--- src/rtl/mips_pkg.sv ---
// Shared MIPS pipeline definitions: widths, exception causes,
// ALU control encodings and EX/MEM stage FSM states.
package mips_pkg;

    localparam int DATA_W = 32;
    localparam int REG_AW = 5;

    localparam logic [4:0] CAUSE_NONE = 5'd0;
    localparam logic [4:0] CAUSE_OV   = 5'd12;

    typedef enum logic [3:0] {
        ALU_AND = 4'b0000,
        ALU_OR  = 4'b0001,
        ALU_ADD = 4'b0010,
        ALU_SUB = 4'b0110,
        ALU_SLT = 4'b0111,
        ALU_MUL = 4'b1000
    } alu_ctrl_t;

    typedef enum logic {
        ST_RUN = 1'b0,
        ST_EXC = 1'b1
    } exmem_state_t;

endpackage

--- src/rtl/ex_mem_stage.sv ---
// EX/MEM pipeline register with branch resolution and a precise
// overflow exception that stays pending until trap logic acks it.
module ex_mem_stage #(
    parameter int         DATA_W   = 32,
    parameter int         REG_AW   = 5,
    parameter logic [4:0] CAUSE_OV = 5'd12
) (
    input  logic              clk,
    input  logic              rst,
    input  logic              stall,
    input  logic              flush,
    input  logic              in_valid,
    input  logic [DATA_W-1:0] alu_out,
    input  logic              zero,
    input  logic              overflow,
    input  logic              ovf_trap_en,
    input  logic              reg_write_in,
    input  logic              mem_read_in,
    input  logic              mem_write_in,
    input  logic              mem_to_reg_in,
    input  logic              branch_in,
    input  logic [DATA_W-1:0] branch_target_in,
    input  logic [DATA_W-1:0] pc_in,
    input  logic [DATA_W-1:0] store_data_in,
    input  logic [REG_AW-1:0] write_reg_in,
    input  logic              exc_ack,
    output logic              out_valid,
    output logic [DATA_W-1:0] alu_result,
    output logic [DATA_W-1:0] store_data,
    output logic [REG_AW-1:0] write_reg,
    output logic              reg_write,
    output logic              mem_read,
    output logic              mem_write,
    output logic              mem_to_reg,
    output logic              pc_src,
    output logic [DATA_W-1:0] branch_target,
    output logic              exc_req,
    output logic [DATA_W-1:0] epc,
    output logic [4:0]        cause
);
    import mips_pkg::*;

    exmem_state_t r_state;
    exmem_state_t w_state_nxt;
    logic         w_trap;
    logic         w_hold;
    logic         w_slot_ok;
    logic         w_take_exc;
    logic         w_clr_exc;

    assign w_trap = in_valid & overflow & ovf_trap_en;

    // Stall only freezes the stage in RUN; in EXC bubbles keep flowing.
    always_comb begin
        w_state_nxt = r_state;
        w_hold      = 1'b0;
        w_slot_ok   = 1'b0;
        w_take_exc  = 1'b0;
        w_clr_exc   = 1'b0;
        unique case (r_state)
            ST_RUN: begin
                if (stall) begin
                    w_hold = 1'b1;
                end else if (flush || !in_valid) begin
                    w_slot_ok = 1'b0;
                end else if (w_trap) begin
                    w_take_exc  = 1'b1;
                    w_state_nxt = ST_EXC;
                end else begin
                    w_slot_ok = 1'b1;
                end
            end
            ST_EXC: begin
                if (exc_ack) begin
                    w_clr_exc   = 1'b1;
                    w_state_nxt = ST_RUN;
                end
            end
            default: w_state_nxt = ST_RUN;
        endcase
    end

    always_ff @(posedge clk or negedge rst) begin
        if (!rst) begin
            r_state       <= ST_RUN;
            out_valid     <= 1'b0;
            alu_result    <= '0;
            store_data    <= '0;
            write_reg     <= '0;
            reg_write     <= 1'b0;
            mem_read      <= 1'b0;
            mem_write     <= 1'b0;
            mem_to_reg    <= 1'b0;
            pc_src        <= 1'b0;
            branch_target <= '0;
            exc_req       <= 1'b0;
            epc           <= '0;
            cause         <= CAUSE_NONE;
        end else begin
            r_state <= w_state_nxt;
            if (!w_hold) begin
                alu_result    <= alu_out;
                store_data    <= store_data_in;
                write_reg     <= write_reg_in;
                branch_target <= branch_target_in;
                out_valid     <= w_slot_ok;
                reg_write     <= w_slot_ok & reg_write_in;
                mem_read      <= w_slot_ok & mem_read_in;
                mem_write     <= w_slot_ok & mem_write_in;
                mem_to_reg    <= w_slot_ok & mem_to_reg_in;
                pc_src        <= w_slot_ok & branch_in & zero;
            end
            if (w_take_exc) begin
                exc_req <= 1'b1;
                epc     <= pc_in;
                cause   <= CAUSE_OV;
            end else if (w_clr_exc) begin
                exc_req <= 1'b0;
            end
        end
    end

endmodule

--- config.mk ---
export PLATFORM = sky130hd
export DESIGN_NAME = ex_mem_stage
export DESIGN_NICKNAME = d
export VERILOG_FILES = /design/src/rtl/mips_pkg.sv /design/src/rtl/ex_mem_stage.sv
export SDC_FILE = /design/constraint.sdc
export NUM_CORES = 1
export LEC_CHECK = 0
export ABC_AREA = 1
export CORE_MARGIN = 5
export CORE_UTILIZATION = 30
export CTS_CLUSTER_SIZE = 30
export DETAILED_ROUTE_END_ITERATION = 8
export GPL_TIMING_DRIVEN = 0
export PLACE_DENSITY_LB_ADDON = 0.25
export SYNTH_ARGS = -nofsm -noshare
export SYNTH_HDL_FRONTEND = slang
export SYNTH_SLANG_ARGS = --single-unit
--- constraint.sdc ---
create_clock -name clk -period 1.42 [get_ports clk]
set_input_delay 0.284 -clock clk [delete_from_list [all_inputs] [get_ports clk]]
set_output_delay 0.284 -clock clk [all_outputs]
set_load 0.1 [all_outputs]
==> results.md, run 1 <==
* Starting Density at 30.47%
* Post-DR vias/cell at 4.564
* Final min period at 1411 ps
* Post-synthesis mux area share at 0%
* Layout cells sized above 1 at 23.11%
* Clock Skew at 9.526 ps
* Status: finished, final reports clean
* Count of cell types in the netlist at 17
* Final ANT Viol Nets at 0
* Post-synthesis xor/xnor area fraction at 0%
* Synthesis-stage register bit count at 142
* Clock Sinks at 142
* Final Power at 15.41 mW
* Maximum VDD drop at 0.8497 mV
* Max cap viols at 0
* Sequential fraction of the synthesis area at 62.13%
* Final setup fails at 0
* Leading area contributor after synthesis: dfrtp_1
* Worst hold slack at 343.8 ps
* Placer Congestion at 0.7637
* Worst Hold Class: input pin to register
* DRC at 0
* Drt initial violations at 204
* DIE AREA at 21920 µm²
* Initial antenna violation count at 0
* H-tree levels at 4
* Hpwl dp at 13860 µm
* Crit. End Element: primary output
* CTS clk-pin slew, worst paths at 70 ps
* Largest net degree at the start of global routing at 73
* Vias at 5413
* Core area at 18770 µm²
* Chip width at 148.1 µm
* Setup TNS after final layout at 0 ps
* Clk root buf: clkbuf_16
* CP arrival at 1130 ps
* Asr flop ratio synth at 100.0%
* Crit Path Max Fanout at 3
* Leak at 4.750 nW
* Largest family of logic cells by synthesized area: simple AND/OR/NAND/NOR gates
* Relative slew slack at 58.71%
* Drt first pass iters at 4
* DIE HEIGHT at 148.1 µm
* Synth warn at 0
* Routed WL at 19030 µm
* Area Overhead vs Synth at 60.97%
* Synthesized instance count at 629
* RSZ-0062 raised after global routing: yes
* Count of final hold-check violations at 0
* Number of global-route vias before repair at 5529
* # nets final at 1086
* Number of synthesized flops with an enable pin at 0
* Worst-skew pair later-pin latency at 420 ps
* PortBufs at 287
* Main synth FF type: dfrtp_1
* Setup crit start kind: register
* Syn Area/Cell at 9.093 µm²
* Clock buffer count from CTS at 17
* Top cells by area, synth: dfrtp_1, nand2_1, nand3_1
* Area of the mapped netlist at 5719 µm²
* First-pass GRT wire length at 30150 µm
* Synth top area share at 62.13%
* Actual slew at the worst max-slew pin at 619.3 ps
* Crit share post-route at 99.39%
* Clock buffer depth at 2
* Fmax at 708.6 MHz
* Max Slew Vio Count at 0
* Top Ports at 292
* Post-synthesis adder-cell area fraction at 0%
* Compound-Gate Fraction of Synth Area at 0.2188%
* Crit path required time at 1140 ps
* Ant. Diodes at 0
* Row cnt at 50
* Crit path kind: register to primary output
* Per-cell routed wire length at 16.05 µm
* Fraction of the mapped netlist area in simple logic gates at 32.16%
* Gr ovfl total at 0
* Cell area power density at 1674 nW/µm²
* GRT Util Overall at 17.28%
* CTS tree: yes
==> power by group <==
part	leakage, nW	internal, mW	switching [mW]	total [mW]
Sequential	1.74	4.57	0.297	4.86
Clock	0.273	2.50	1.85	4.35
Combinational	2.73	1.34	4.86	6.20
Total	4.75	8.41	7.00	15.4
==> routing by layer <==
layer / part of all wire [%] / track usage, % / vias to the layer above
li1: - / - / 2659
met1: 42 / 21.56 / 2534
met2: 47 / 27.61 / 203
met3: 9.9 / 7.495 / 17
met4: 1.2 / 4.619 / 0
met5: 0 / 0 / -
==> Yosys cell counts, types with 2 or more instances <==
cell type,number
inv_1,4
nor2_1,2
nand4_1,36
buf_4,16
inv_2,2
nand3_1,107
buf_2,20
clkbuf_1,15
nand2_1,278
dfrtp_1,142
==> what timing repair did <==
action	4_1_cts	5_1_grt
hold buffers	1	0
setup buffers	0	0
hold endpoints to repair	71	0
setup endpoints to repair	169	127
resized for setup	857	13
==> logic make-up (layout without fill, tap and decap cells) <==
family / Yosys count / count (layout)
other: 1 / 3
buffers and inverters: 58 / 379
and+or+nand+nor: 426 / 426
AOI/OAI and AO/OA: 2 / 2
DFF: 142 / 142
==> placed cells by master, fill, tap and decap left out, types with 2 or more instances in the layout <==
cell type	Yosys	layout
nand2_1	278	278
buf_4	16	149
clkdlybuf4s50_1	0	144
dfrtp_1	142	140
nand3_1	107	107
nand4_1	36	36
buf_2	20	19
clkbuf_16	0	17
clkbuf_1	15	15
buf_6	1	10
inv_1	4	4
inv_6	0	4
conb_1	1	3
clkinvlp_4	0	3
clkinv_4	0	3
nor2_1	2	2
dfrtp_2	0	2
clkbuf_8	0	2
==> path summary, 6_finish.rpt <==
check	cells past startpoint	slack, ps	to	startpoint
setup / recovery	2	9	cause[3]	cause[2]$_DFFE_PN0P_
hold / removal	5	340	epc[2]$_DFFE_PN0P_	stall
setup reg to reg	6	130	store_data[29]$_DFFE_PN0N_	r_state$_DFF_PN0_
hold reg to reg	2	470	epc[25]$_DFFE_PN0P_	epc[25]$_DFFE_PN0P_
max in group asynchronous	3	220	store_data[10]$_DFFE_PN0N_	rst
min in group asynchronous	2	420	branch_target[29]$_DFFE_PN0N_	rst
==> final cells by class <==
cell class / instances / area, µm²
multi-input combinational: 431 / 1863
tap: 234 / 292.8
clock inverter: 13 / 130.1
fill: 1840 / 9562
buffer: 52 / 295.3
timing repair buffer: 289 / 2601
sequential: 142 / 3556
inverter: 6 / 25.02
clock buffer: 19 / 442.9
==> critical path, stage by stage (launching register included) <==
cell,delay [ps]
dfrtp_2,430
buf_6,130
buf_12,150
==> metrics by stage <==
| stage | utilization [%] | worst slack (ps) | area [µm²] | instances |
|---|---|---|---|---|
| after detailed placement | 47.54 | -461.9 | 8922 | 1153 |
| after global placement | 47.39 | -6497 | 8894 | 1152 |
| after floorplan | - | 89.83 | 5728 | 631 |
| after CTS | 48.85 | -11.00 | 9169 | 1186 |
| after global routing | 49.05 | -35.30 | 9206 | 1186 |
| final | 49.05 | 8.676 | 9206 | 1186 |
Note: power is estimated with default switching activity, not from simulation.
==> run 2: changes to the inputs <==
==> constraint.sdc (replaced) <==
create_clock -name clk -period 1.85 [get_ports clk]
set_input_delay 0.37 -clock clk [delete_from_list [all_inputs] [get_ports clk]]
set_output_delay 0.37 -clock clk [all_outputs]
set_load 0.01 [all_outputs]
==> run 2 against run 1 <==
- clock power shrank 21%
- final cell count about the same
- final area increased by 3.5%
- highest routed layer unchanged
- sequential power shrank 23%
- flip-flop and latch count is the same
- largest cell class unchanged
==> results.md, run 2 (synthesis gave the netlist of run 1 again) <==
* Status: finished, final reports clean
* Crit Path Max Fanout at 2 (-1)
* Crit share post-route at 93.61%
* Max Slew Vio Count at 0 (unchanged)
* Routed WL at 18880 µm (-0.82%)
* Worst hold slack at 439.2 ps (+95.38 ps)
* Clock Skew at 9.483 ps (-0.04278 ps)
* Commonest non-fill, non-tap cell in the layout: clkdlybuf4s50_1
* Crit path required time at 1480 ps (+340 ps)
* Drt initial violations at 214 (+4.9%)
* H-tree levels at 4 (unchanged)
* Non-filler cells, final at 1187 (+0.084%)
* Clock buffer count from CTS at 17 (unchanged)
* Design area at 9529 µm² (+3.5%)
* Worst-skew pair later-pin latency at 410 ps (about the same)
* Commonest non-fill, non-tap cells in the layout: clkdlybuf4s50_1, nand2_1, dfrtp_1, nand3_1, nand4_1
* Final ANT Viol Nets at 0 (unchanged)
* Multi-input logic area at 1863 µm² (unchanged)
* Worst Hold Class: input pin to register
* RSZ-0062 raised after global routing: no
* Largest net degree at the start of global routing at 74 (+1.4%)
* Leak at 4.566 nW (-3.9%)
* Per-cell routed wire length at 15.90 µm (-0.90%)
* Ant. Diodes at 0 (unchanged)
* DRC at 0 (unchanged)
* Max cap viols at 0 (unchanged)
* Fmax at 577.5 MHz
* Top delay family on crit path: buffers and inverters
* Core area at 18770 µm² (unchanged)
* Fill cells at 1781 (-3.2%)
* Largest stage delay, worst path at 580 ps (+150 ps)
* Layout cells sized above 1 at 7.975% (-15 points)
* CP arrival at 1360 ps (+230 ps)
* GRT Util Overall at 16.93% (-0.34 points)
* Initial antenna violation count at 0 (unchanged)
* Row cnt at 50 (unchanged)
* DIE HEIGHT at 148.1 µm (unchanged)
* PortBufs at 287 (unchanged)
* Buf/Inv on CP at 1 (-1)
* Vias at 5361 (-0.96%)
* Setup TNS after final layout at 0 ps (unchanged)
* Final setup fails at 0 (unchanged)
* Count of final hold-check violations at 0 (unchanged)
* Clock Sinks at 142 (unchanged)
* # nets final at 1087 (+0.092%)
* Setup crit start kind: register
* Clk root buf: clkbuf_16
* Final Power at 9.231 mW (-40%)
* Number of global-route vias before repair at 5490 (-0.71%)
* Placer Congestion at 0.7685 (+0.63%)
* First-pass GRT wire length at 29540 µm (-2.0%)
* Worst slack, placed at -47.00 ps (+414.9 ps)
* Dpl cell area at 8921 µm² (about the same)
* CTS clk-pin slew, worst paths at 60 ps (about the same)
* Final min period at 1732 ps
* Area Overhead vs Synth at 66.62%
* Cell count after placement at 1153 (unchanged)
* Storage element area at 3553 µm² (about the same)
* CP cell instances: clkdlybuf4s50_1
* Crit path kind: register to primary output
* Drt first pass iters at 4 (unchanged)
* Cell area power density at 968.7 nW/µm² (-42%)
* DIE AREA at 21920 µm² (unchanged)
* Hpwl dp at 13640 µm (-1.6%)
* Clock buffer depth at 2 (unchanged)
* Top Ports at 292 (unchanged)
* Critical-path top delay cell: clkdlybuf4s50_1
* Final setup margin at 118.3 ps (+109.6 ps)
* Crit. End Element: primary output
* Gr ovfl total at 0 (unchanged)
* Post-DR vias/cell at 4.516 (-1.0%)
* Relative slew slack at 53.24% (-5.5 points)
* Starting Density at 30.47% (unchanged)
* CTS tree: yes
* Final Util at 50.77% (+1.7 points)
* Chip width at 148.1 µm (unchanged)
* Maximum VDD drop at 0.6237 mV (-27%)
* Actual slew at the worst max-slew pin at 701.3 ps (+82.01 ps)
run 2: changes by cell type in the layout (fill, tap and decap cells not counted), moves of 2 or more:
cell and delta:
buf_6 -8, dfrtp_1 +2, buf_4 -132, dfrtp_2 -2, clkdlybuf4s50_1 +141, clkbuf_8 -2
run 2: final cells by class:
class | instances | area share (%)
Multi-Input combinational cell | 431 | 19.55
Sequential cell | 142 | 37.29
Clock inverter | 14 | 1.668
Timing Repair Buffer | 290 | 30.66
Clock buffer | 18 | 4.504
Buffer | 52 | 3.020
Inverter | 6 | 0.2363
Tap cell | 234 | 3.072
run 2: where the power goes:
group | switching, mW | total [mW] | internal, mW
combinational | 0.887 | 2.06 | 1.17
clock | 1.43 | 3.45 | 2.01
sequential | 0.219 | 3.72 | 3.50
run 2: per-layer routing:
layer  global-route usage, %  vias to the layer above  routed length (µm)
met1                   21.28                     2474                8008
met4                   5.173                        0                 353
met5                       0                        -                   0
li1                        -                     2657                   -
met2                   26.38                      207                8546
met3                   7.587                       23                1968
run 2: what timing repair did:
item | 4_1_cts | 5_1_grt
setup buffers | 0 | 1
hold endpoints to repair | 19 | 0
hold buffers | 1 | 0
resized for setup | 0 | 1
endpoints found under the setup margin | 0 | 1
run 2: worst paths after layout:
kind	from	end	slack, ps	depth (start not counted)
setup / recovery	store_data[31]$_DFFE_PN0N_	store_data[31]	120	1
hold / removal	stall	epc[1]$_DFFE_PN0P_	440	5
setup reg to reg	r_state$_DFF_PN0_	store_data[30]$_DFFE_PN0N_	440	5
hold reg to reg	epc[11]$_DFFE_PN0P_	epc[11]$_DFFE_PN0P_	470	2
max in group asynchronous	rst	alu_result[2]$_DFFE_PN0N_	520	3
min in group asynchronous	rst	write_reg[1]$_DFFE_PN0N_	520	2
==> run 3: changes to the inputs <==
--- a/config.mk
+++ b/config.mk
@@ -5,9 +5,9 @@
 export SDC_FILE = /design/constraint.sdc
 export NUM_CORES = 1
 export LEC_CHECK = 0
-export ABC_AREA = 1
 export CORE_MARGIN = 5
-export CORE_UTILIZATION = 30
+export CORE_UTILIZATION = 35
+export CTS_CLUSTER_DIAMETER = 50
 export CTS_CLUSTER_SIZE = 30
 export DETAILED_ROUTE_END_ITERATION = 8
 export GPL_TIMING_DRIVEN = 0
==> run 3 against run 2 <==
- worst setup slack worse by 45 ps
- sequential power up 1%
- clock power up 7.0%
- power up 3.9%
- routed wire length down 22%
- count of clock-buffer cells in the layout up 5
- sequential share of layout area up 1.6 points
- final area down 4.1%
- critical path type unchanged
- critical endpoint is now cause[3]
==> results.md, run 3 <==
* Status: finished, final reports clean
* Clock share of power at 38.5% (+1.1 points)
* Post-synthesis adder-cell area fraction at 0% (unchanged)
* Area of the mapped netlist at 5308 µm² (-7.2%)
* Synthesis-stage register bit count at 142 (unchanged)
* Number of global-route vias before repair at 4269 (-22%)
* Initial antenna violation count at 0 (unchanged)
* Cell area power density at 1050 nW/µm² (+8.4%)
* Area Overhead vs Synth at 72.09%
* Internal at 7.379 mW (+10%)
* Worst Hold Class: register to register
* Gr ovfl total at 0 (unchanged)
* # nets final at 769 (-29%)
* Drt first pass iters at 4 (unchanged)
* Chip width at 133.1 µm (-10%)
* Leading area contributor after synthesis: dfrtp_1
* Worst slack, placed at -475.2 ps (-428.2 ps)
* Crit Path Max Fanout at 3 (+1)
* Routed WL at 14750 µm (-22%)
* Commonest non-fill, non-tap cell in the layout: clkdlybuf4s50_1
* Commonest non-fill, non-tap cells in the layout: clkdlybuf4s50_1, dfrtp_1, mux2_2, clkbuf_16, buf_2
* Drt initial violations at 92 (-57%)
* Max Slew Vio Count at 0 (unchanged)
* Synth top area share at 66.95% (+4.8 points)
* Cell count after placement at 790 (-31%)
* Main synth FF type: dfrtp_1
* Most instantiated cells after synthesis: dfrtp_1, mux2_2, buf_2
* Leak at 3.839 nW (-16%)
* Top cells by area, synth: dfrtp_1, mux2_2, buf_2
* Clock buffer depth at 2 (unchanged)
* Hpwl dp at 11540 µm (-15%)
* Synth warn at 0 (unchanged)
* Final setup margin at 73.24 ps (-45.01 ps)
* Final min period at 1777 ps (+45.01 ps)
* Switch Pwr at 2.208 mW (-13%)
* Count of final hold-check violations at 0 (unchanged)
* DIE HEIGHT at 133.1 µm (-10%)
* Switching part of the total at 23.03% (-4.5 points)
* GRT Util Overall at 16.85% (-0.079 points)
* Largest family of logic cells by synthesized area: multiplexers
* DRC at 0 (unchanged)
* Final Power at 9.587 mW (+3.9%)
* Number of synthesized flops with an enable pin at 0 (unchanged)
* Largest net degree at the start of global routing at 83 (+12%)
* Worst hold slack at 480.7 ps (+41.51 ps)
* Ant. Diodes at 0 (unchanged)
* Crit share post-route at 96.04% (+2.4 points)
* Post-synthesis xor/xnor area fraction at 0% (unchanged)
* Layout cells sized above 1 at 29.61% (+22 points)
* Top Ports at 292 (unchanged)
* Crit. End Element: primary output
* Sequential fraction of the synthesis area at 66.95% (+4.8 points)
* DIE AREA at 17730 µm² (-19%)
* CTS tree: yes
* Critical-path top delay cell: clkdlybuf4s50_1
* Met3 GRT Util at 6.760% (-0.83 points)
* Setup TNS after final layout at 0 ps (unchanged)
* First-pass GRT wire length at 23360 µm (-21%)
* Starting Density at 35.31% (+4.8 points)
* Clock buffer count from CTS at 17 (unchanged)
* Placer Congestion at 0.7306 (-4.9%)
* Combinational Power Share at 22.2% (about the same)
* Setup crit start kind: register
* H-tree levels at 4 (unchanged)
* Final ANT Viol Nets at 0 (unchanged)
* Largest stage delay, worst path at 520 ps (-60 ps)
* Core area at 15030 µm² (-20%)
* Clock Skew at 5.070 ps (-4.413 ps)
* Seq pwr share at 39.3% (-1.0 points)
* Fill cells at 1162 (-35%)
* Row cnt at 45 (-10%)
* Crit path required time at 1480 ps (about the same)
* RSZ-0062 raised after global routing: no
* CP arrival at 1410 ps (+50 ps)
* Buf/Inv on CP at 2 (+1)
* Dpl cell area at 8462 µm² (-5.1%)
* CTS clk-pin slew, worst paths at 60 ps (about the same)
* Final Util at 60.76% (+10 points)
* Per-cell routed wire length at 17.93 µm (+13%)
* GR Util met2 at 29.40% (+3.0 points)
* Crit path kind: register to primary output
* Relative slew slack at 61.56% (+8.3 points)
* Final setup fails at 0 (unchanged)
* Top delay family on crit path: buffers and inverters
* Maximum VDD drop at 0.5931 mV (-4.9%)
* PortBufs at 288 (+0.35%)
* Design area at 9134 µm² (-4.1%)
* Clock Sinks at 142 (unchanged)
* Post-synthesis mux area share at 28.22% (+28 points)
* Met1 Usage GRT at 18.16% (-3.1 points)
* Count of cell types in the netlist at 17 (unchanged)
* Non-filler cells, final at 823 (-31%)
* Fmax at 562.8 MHz (-2.5%)
* Most used routing layer: met2
* Asr flop ratio synth at 100.0% (unchanged)
* Max cap viols at 0 (unchanged)
* Worst-skew pair later-pin latency at 410 ps (about the same)
* Synthesized instance count at 311 (-51%)
* Post-DR vias/cell at 4.561 (+0.99%)
* Clk root buf: clkbuf_16
* Actual slew at the worst max-slew pin at 576.7 ps (-124.7 ps)
* Vias at 3754 (-30%)
* Syn Area/Cell at 17.07 µm² (+88%)
* CP cell instances: buf_4 > clkdlybuf4s50_1
* Fraction of the mapped netlist area in simple logic gates at 1.014% (-31 points)
* Compound-Gate Fraction of Synth Area at 1.344% (+1.1 points)
* Most frequent cell after synthesis: dfrtp_1
## run 3: cell types whose count changed after synthesis, sizes merged, moves of 2 or more
cell,change
buf,-18
a21o,+2
clkbuf,-15
nor2,-2
nand2,-277
nand3,-108
nand4,-36
a22o,+4
mux2,+133
inv,-5
## run 3: area by class of cell
| type | count | area, µm² | area share [%] |
|---|---|---|---|
| flip-flops and latches | 142 | 3553 | 38.90 |
| clock inverters | 9 | 153.9 | 1.685 |
| inverters | 1 | 3.754 | 0.04110 |
| repair buffers | 290 | 2922 | 31.99 |
| clock buffers | 23 | 498.0 | 5.452 |
| multi-input cells | 151 | 1634 | 17.89 |
| plain buffers | 19 | 133.9 | 1.466 |
| well taps | 188 | 235.2 | 2.575 |
## run 3: path summary, 6_finish.rpt
check / start / end / slack, ps / cells past startpoint
worst max-delay path: cause[2]$_DFFE_PN0P_ / cause[3] / 70 / 2
worst min-delay path: out_valid$_DFFE_PN0N_ / out_valid$_DFFE_PN0N_ / 480 / 1
worst max register to register: r_state$_DFF_PN0_ / epc[21]$_DFFE_PN0P_ / 90 / 4
worst min register to register: out_valid$_DFFE_PN0N_ / out_valid$_DFFE_PN0N_ / 480 / 1
max in group asynchronous: rst / branch_target[11]$_DFFE_PN0N_ / 540 / 3
min in group asynchronous: rst / epc[3]$_DFFE_PN0P_ / 520 / 2
## run 3: worst register-to-register path, stage by stage (launching register included)
cell     delay (ps)
dfrtp_1         410
or4b_4          540
nor2_8          180
buf_6           180
mux2_2          340
## run 3: repair_timing
| action | 4_1_cts | 5_1_grt |
|---|---|---|
| endpoints found under the setup margin | 7 | 24 |
| endpoints found under the hold margin | 60 | 0 |
| setup buffers | 0 | 0 |
| pin swaps | 0 | 0 |
| resized for setup | 2 | 3 |
| hold buffers | 1 | 0 |
## run 3: layer usage
metal / up-vias / share of wire, %
li1: 1714 / -
met1: 1846 / 37
met2: 167 / 52
met3: 27 / 8.6
met4: 0 / 2.7
met5: - / 0
## run 3: cells by family (layout without fill, tap and decap cells)
logic type | Yosys count | after routing
AND/OR/NAND/NOR | 6 | 6
flip-flops | 142 | 142
AO/OA/AOI/OAI | 9 | 9
other | 1 | 3
multiplexers | 133 | 133
buffers and inverters | 20 | 342
## run 3: power groups by stage
stage	clock, mW	sequential [mW]	combinational [mW]
final	3.69	3.77	2.13
after global placement	0	3.80	2.11
after floorplan	0	4.02	0.510
after global routing	3.92	3.83	2.26
after CTS	3.79	3.78	2.17
after detailed placement	0	3.83	2.15
